--- src/rtl/mem_arb_pkg.sv ---
// Shared definitions for the core-to-memory arbitration path.
//   tracker_state_t : request tracker FSM states
//   mem_req_t       : one memory request (address, store flag, line data)
//   MEM_ADDR_WIDTH / MEM_DATA_WIDTH : memory-side widths shared with the caches
package mem_arb_pkg;

  localparam int MEM_ADDR_WIDTH = 32;
  localparam int MEM_DATA_WIDTH = 128;

  typedef enum logic [1:0] {
    ST_IDLE     = 2'd0,
    ST_ISSUE    = 2'd1,
    ST_WAIT_RSP = 2'd2,
    ST_RESPOND  = 2'd3
  } tracker_state_t;

  typedef struct packed {
    logic [MEM_ADDR_WIDTH-1:0] addr;
    logic                      is_store;
    logic [MEM_DATA_WIDTH-1:0] data;
  } mem_req_t;

endpackage

--- src/rtl/rr_next_client.sv ---
// Round-robin successor: cur -> cur+1, wrapping to 0 after NUM_CLIENTS-1.
// Works for non-power-of-two client counts; any out-of-range input also
// maps to 0 so the result is always a legal client index.
//   cur : current client index
//   nxt : next client index
module rr_next_client #(
  parameter int NUM_CLIENTS = 4,
  parameter int IDX_W       = $clog2(NUM_CLIENTS)
) (
  input  logic [IDX_W-1:0] cur,
  output logic [IDX_W-1:0] nxt
);

  always_comb begin
    if (cur >= IDX_W'(NUM_CLIENTS - 1)) nxt = '0;
    else                                nxt = cur + 1'b1;
  end

endmodule

--- src/rtl/mem_arb_req_tracker.sv ---
// Single-outstanding request tracker sitting behind the priority arbiter.
// Accepts one grant, latches the winner's request, issues it to memory,
// waits for the single response/ack, strobes it back to the owner and
// advances top_client round-robin.
//   clock, reset            : clock, async active-high reset
//   arb_valid/arb_winner    : grant from the arbiter; arb_ready = idle
//   top_client              : preferred client fed back to the arbiter
//   client_req_*            : per-client request buses (sampled on accept)
//   mem_req_*               : request to memory (valid/ready)
//   mem_rsp_valid/data      : one-cycle memory response
//   client_rsp_valid/data   : one-hot response strobe + shared data
//   busy                    : tracker not idle
module mem_arb_req_tracker
  import mem_arb_pkg::*;
#(
  parameter int NUM_CLIENTS     = 4,
  parameter int NUM_CLIENTS_LOG = $clog2(NUM_CLIENTS),
  parameter int ADDR_WIDTH      = 32,
  parameter int DATA_WIDTH      = 128
) (
  input  logic                              clock,
  input  logic                              reset,
  input  logic                              arb_valid,
  input  logic [NUM_CLIENTS_LOG-1:0]        arb_winner,
  output logic                              arb_ready,
  output logic [NUM_CLIENTS_LOG-1:0]        top_client,
  input  logic [NUM_CLIENTS*ADDR_WIDTH-1:0] client_req_addr,
  input  logic [NUM_CLIENTS-1:0]            client_req_is_store,
  input  logic [NUM_CLIENTS*DATA_WIDTH-1:0] client_req_data,
  output logic                              mem_req_valid,
  input  logic                              mem_req_ready,
  output logic [ADDR_WIDTH-1:0]             mem_req_addr,
  output logic                              mem_req_is_store,
  output logic [DATA_WIDTH-1:0]             mem_req_data,
  input  logic                              mem_rsp_valid,
  input  logic [DATA_WIDTH-1:0]             mem_rsp_data,
  output logic [NUM_CLIENTS-1:0]            client_rsp_valid,
  output logic [DATA_WIDTH-1:0]             client_rsp_data,
  output logic                              busy
);

  tracker_state_t              state_q, state_d;
  logic [NUM_CLIENTS_LOG-1:0]  owner_q, owner_d;
  logic [NUM_CLIENTS_LOG-1:0]  top_client_q, top_client_d;
  logic [ADDR_WIDTH-1:0]       addr_q, addr_d;
  logic                        is_store_q, is_store_d;
  logic [DATA_WIDTH-1:0]       data_q, data_d;
  logic [DATA_WIDTH-1:0]       rsp_data_q, rsp_data_d;
  logic [NUM_CLIENTS_LOG-1:0]  next_client;

  rr_next_client #(
    .NUM_CLIENTS (NUM_CLIENTS),
    .IDX_W       (NUM_CLIENTS_LOG)
  ) u_rr_next (
    .cur (owner_q),
    .nxt (next_client)
  );

  always_comb begin
    state_d      = state_q;
    owner_d      = owner_q;
    top_client_d = top_client_q;
    addr_d       = addr_q;
    is_store_d   = is_store_q;
    data_d       = data_q;
    rsp_data_d   = rsp_data_q;
    case (state_q)
      ST_IDLE: begin
        if (arb_valid) begin
          owner_d = arb_winner;
          // Explicit per-client mux keeps every select in range even when
          // the winner encoding has unused codes (non-power-of-two counts).
          for (int i = 0; i < NUM_CLIENTS; i++) begin
            if (arb_winner == NUM_CLIENTS_LOG'(i)) begin
              addr_d     = client_req_addr[i*ADDR_WIDTH +: ADDR_WIDTH];
              is_store_d = client_req_is_store[i];
              data_d     = client_req_data[i*DATA_WIDTH +: DATA_WIDTH];
            end
          end
          state_d = ST_ISSUE;
        end
      end
      // Responses arriving here are protocol errors and are dropped.
      ST_ISSUE: if (mem_req_ready) state_d = ST_WAIT_RSP;
      ST_WAIT_RSP: begin
        if (mem_rsp_valid) begin
          rsp_data_d = mem_rsp_data;
          state_d    = ST_RESPOND;
        end
      end
      ST_RESPOND: begin
        top_client_d = next_client;
        state_d      = ST_IDLE;
      end
      default: state_d = ST_IDLE;
    endcase
  end

  always_ff @(posedge clock or posedge reset) begin
    if (reset) begin
      state_q      <= ST_IDLE;
      owner_q      <= '0;
      top_client_q <= '0;
      addr_q       <= '0;
      is_store_q   <= 1'b0;
      data_q       <= '0;
      rsp_data_q   <= '0;
    end else begin
      state_q      <= state_d;
      owner_q      <= owner_d;
      top_client_q <= top_client_d;
      addr_q       <= addr_d;
      is_store_q   <= is_store_d;
      data_q       <= data_d;
      rsp_data_q   <= rsp_data_d;
    end
  end

  // All outputs are pure decodes of flops, so no input-to-output paths.
  always_comb begin
    client_rsp_valid = '0;
    for (int i = 0; i < NUM_CLIENTS; i++)
      client_rsp_valid[i] = (state_q == ST_RESPOND) && (owner_q == NUM_CLIENTS_LOG'(i));
  end

  assign arb_ready        = (state_q == ST_IDLE);
  assign busy             = (state_q != ST_IDLE);
  assign mem_req_valid    = (state_q == ST_ISSUE);
  assign mem_req_addr     = addr_q;
  assign mem_req_is_store = is_store_q;
  assign mem_req_data     = data_q;
  assign client_rsp_data  = rsp_data_q;
  assign top_client       = top_client_q;

endmodule

--- config.mk ---
export PLATFORM = sky130hd
export DESIGN_NAME = mem_arb_req_tracker
export DESIGN_NICKNAME = d
export VERILOG_FILES = /design/src/rtl/mem_arb_pkg.sv /design/src/rtl/rr_next_client.sv /design/src/rtl/mem_arb_req_tracker.sv
export SDC_FILE = /design/constraint.sdc
export NUM_CORES = 1
export LEC_CHECK = 0
export CAP_MARGIN = 20
export CORE_AREA = 3 3 418 420
export CTS_BUF_LIST = sky130_fd_sc_hd__clkbuf_8
export DETAILED_ROUTE_END_ITERATION = 6
export DIE_AREA = 0 0 421 423
export GPL_TIMING_DRIVEN = 0
export SLEW_MARGIN = 40
export SYNTH_ARGS = -nofsm -noshare
export SYNTH_HDL_FRONTEND = slang
export SYNTH_HIERARCHICAL = 1
export SYNTH_SLANG_ARGS = --single-unit
--- constraint.sdc ---
create_clock -name clock -period 10.5 [get_ports clock]
set_input_delay 2.625 -clock clock [delete_from_list [all_inputs] [get_ports clock]]
set_output_delay 2.625 -clock clock [all_outputs]
set_load 0.1 [all_outputs]
==> results by group <==
CTS
  • CTS Buf Count: 60
  • CTS root buffer: clkbuf_8
  • Reg clk slew, reported paths: approximately 0.07 ns
  • Clk Latency, worst-skew pair: 0.76 ns
  • TritonCTS clock tree: yes
  • Hold-fix buffers, CTS: 0
  • Setup Fix Bufs, Post-CTS: 0
  • Clock tree sinks: about 300
  • Clock tree buffer depth: 3
  • Post_cts resized: 0
  • H-tree level count: 2

Timing
  • Hold WS: roughly 0.48 ns
  • Fmax: approximately 0.20 GHz
  • Pins Over Slew Limit: 0
  • Fin worst setup slack: 5.483 ns
  • Final Hold Vio Count: 0
  • RSZ-0062 raised after global routing: false
  • Final Cycle Share: 0.4778
  • # setup viols final: 0
  • Relative slew slack: 0.4358
  • Setup TNS: 0 ns
  • Slew @ Worst Pin: approximately 0.85 ns
  • Post-route minimum period: 5.017 ns
  • Setup Skew: 0.09087 ns

Setup path
  • RR Endpoint: mem_req_data[42]
  • FF-to-FF path depth: 8
  • CP arrival: about 2.4 ns
  • CP endpoint kind: output port
  • Worst Path Max Fanout: 6
  • Worst Path Required: 7.88 ns
  • CP Launch Type: flip-flop
  • Critical path type: flip-flop to output port
  • R2R Setup Slk: 7.38 ns
  • Critical R2R Launch: state_q[1]

Layout
  • Layout cells sized above 1: 0.2920
  • Most frequent cells in the layout: clkdlybuf4s50_1 (777), buf_2 (356), mux2i_1 (323), dfrtp_1 (295), nand2_1 (166)
  • Most common cell after layout, fill and taps aside: clkdlybuf4s50_1
  • Synthesis-to-layout area growth: 89.88%
  • Nets: 3140

Power and ir drop
  • Leak Pwr: 12.54 nW
  • Pwr/cell area: between 300 and 400 mW/mm^2
  • Worst vdd ir: between 0.2 and 0.3 mV
  • NetSw: 6.574 mW
  • Clock share of power: 0.130
  • Internal power: 3.654 mW
  • Switching Fraction: 0.6427
  • Comb power frac: 0.670
  • Sequential share of power: 0.200

Synth
  • Post-Synth XOR/XNOR Area: 0
  • Largest cells by area after synthesis: dfrtp_1 (48%), mux2i_1 (21%), mux2_2 (9.6%)
  • Post-synth cell types: 20
  • Sequential-to-total area share from yosys stat: 0.4792
  • Syn Nets: 1987
  • Largest family of logic cells by synthesized area: multiplexers
  • Mapped cell area: ~0.015 mm^2
  • Post-Syn Instances: ~1.2k
  • Seq cells post-synth: a little under 300
  • Post-synthesis compound-gate area fraction: 0.1287
  • Post-synthesis mux area share: 0.3064
  • Post-synthesis adder-cell area fraction: 0.004873
  • Post-synthesis simple-gate area fraction: 0.04370
  • Synth area leader: dfrtp_1
  • Synth Warn #: 6
  • Synth top area share: 0.4792
  • Mean Syn Cell Area: roughly 13 um^2

Floorplanning
  • Core area: around 0.17 mm^2
  • Io pins: around 1.1k
  • Initial core utilization: 0.08990
  • Site Rows: between 150 and 200
  • Die Span Y: between 400 and 500 um
  • Die Wd: about 420 um
  • Die area: roughly 0.18 mm^2

Global route
  • Largest net degree at the start of global routing: 26
  • Gr ovfl total: 0
  • Global-route wire length before repair: around 160000 um
  • Antenna violations before repair: between 60 and 70
  • Vias in the first global route: ~17k
  • Gr usage total: 0.1378

Run
  • Max-cap violation count: 0

Routing
  • DRT Wirelength: between 100000 and 150000 um
  • Via count of the routed design: 15.89k
  • WL/cell: 27.17 um
  • Drt first pass iters: 5
  • DR DRC count: 0
  • Antenna Violating Nets Remaining: 0
  • DR vias/cell: 3.361
  • 1st-iter DRT viols: about 1.2k

Worst hold path
  • Min-Delay Path Class: flip-flop to flip-flop
  • Hold path cells: 2
  • Worst min-delay path endpoint: mem_req_data[36]
  • Hold wc startpoint: mem_req_data[36]

Placed design
  • Post-place setup slack: 4.781 ns
  • Final Wtd Congestion: approximately 0.97
  • Number of I/O port buffers: ~1.1k
  • Post-detail-place hpwl: roughly 110000 um

Status
  • Status: finished, final reports clean
[area by class of cell]
| cell class | count | area, um^2 |
|---|---|---|
| Clock buffer | 76 | 1046 |
| Tap cell | 2310 | 2890 |
| Timing Repair Buffer | 1091 | 9634 |
| Buffer | 103 | 549.3 |
| Clock inverter | 32 | 227.7 |
| Fill cell | 19122 | 142100 |
| Inverter | 7 | 30.03 |
| Sequential cell | 295 | 7382 |
| Multi-Input combinational cell | 797 | 7451 |
| Antenna cell | 16 | 40.04 |
[per-layer routing]
metal	part of all wire	global-route usage	wire length, um
met5	0.0014	0	176
met1	0.37	0.1547	47770
met3	0.11	0.06390	14580
met4	0.030	0.04084	3789
met2	0.48	0.2322	62110
[flip-flops by register name, indices dropped and copies added (netlist names)]
name	count
mem_req_data	128
mem_req_is_store	1
owner_q	2
mem_req_addr	32
top_client	2
state_q	2
client_rsp_data	128
[cell families (layout without fill, tap and decap cells)]
group           after synthesis  after routing
flops                       295            295
mux                         455            455
buf+inv                     110           1309
simple gates                174            174
compound gates              162            162
fa+ha+maj                     6              6
other cells                   0             16
[worst max-delay path: stages (launching register included)]
cell and delay, ns:
dfrtp_1 0.40, ha_1 0.52, nor3b_1 0.24, buf_2 0.46
[cell usage after synthesis]
cell type,number
mux2_2,132
buf_1,7
dfrtp_1,295
nand2_1,166
buf_6,10
nand3_2,1
o221ai_2,90
and3_1,1
clkbuf_1,25
or2_1,1
mux2i_1,323
inv_1,7
o221ai_1,71
ha_1,6
buf_2,58
a222oi_1,1
buf_4,3
nor3b_1,1
nor2_1,3
and3b_1,1
[how the worst max path moves through the flow]
stage | to | startpoint | slack (ns) | depth (start not counted)
2_1_floorplan | client_rsp_data[0] | reset | 3.96 | 1
3_3_place_gp | mem_req_data[86] | reset | 0.79 | 2
3_5_place_dp | mem_req_data[39] | arb_valid | 4.78 | 7
4_1_cts | client_rsp_valid[0] | state_q[1] | 5.37 | 3
5_1_grt | client_rsp_valid[0] | state_q[1] | 5.32 | 3
6_report | client_rsp_valid[0] | state_q[1] | 5.48 | 3
[stage by stage]
step	std cells	power (mW)	utilization	instance area (um^2)
6_report	4727	10.23	0.1707	29250
5_1_grt	4720	10.63	0.1706	29230
4_1_cts	4711	10.42	0.1705	29210
3_5_place_dp	4603	9.006	0.1630	27940
3_3_place_gp	4587	9.500	0.1696	29060
2_1_floorplan	1202	7.022	-	15410
[power groups by stage]
stage	clock network (mW)	logic (mW)	registers, mW
3_5_place_dp	0	6.95	2.05
5_1_grt	1.43	7.09	2.11
3_3_place_gp	0	7.44	2.06
4_1_cts	1.41	6.96	2.04
6_report	1.33	6.86	2.04
2_1_floorplan	0	1.11	5.91
Power figures use the tool's default switching activity.
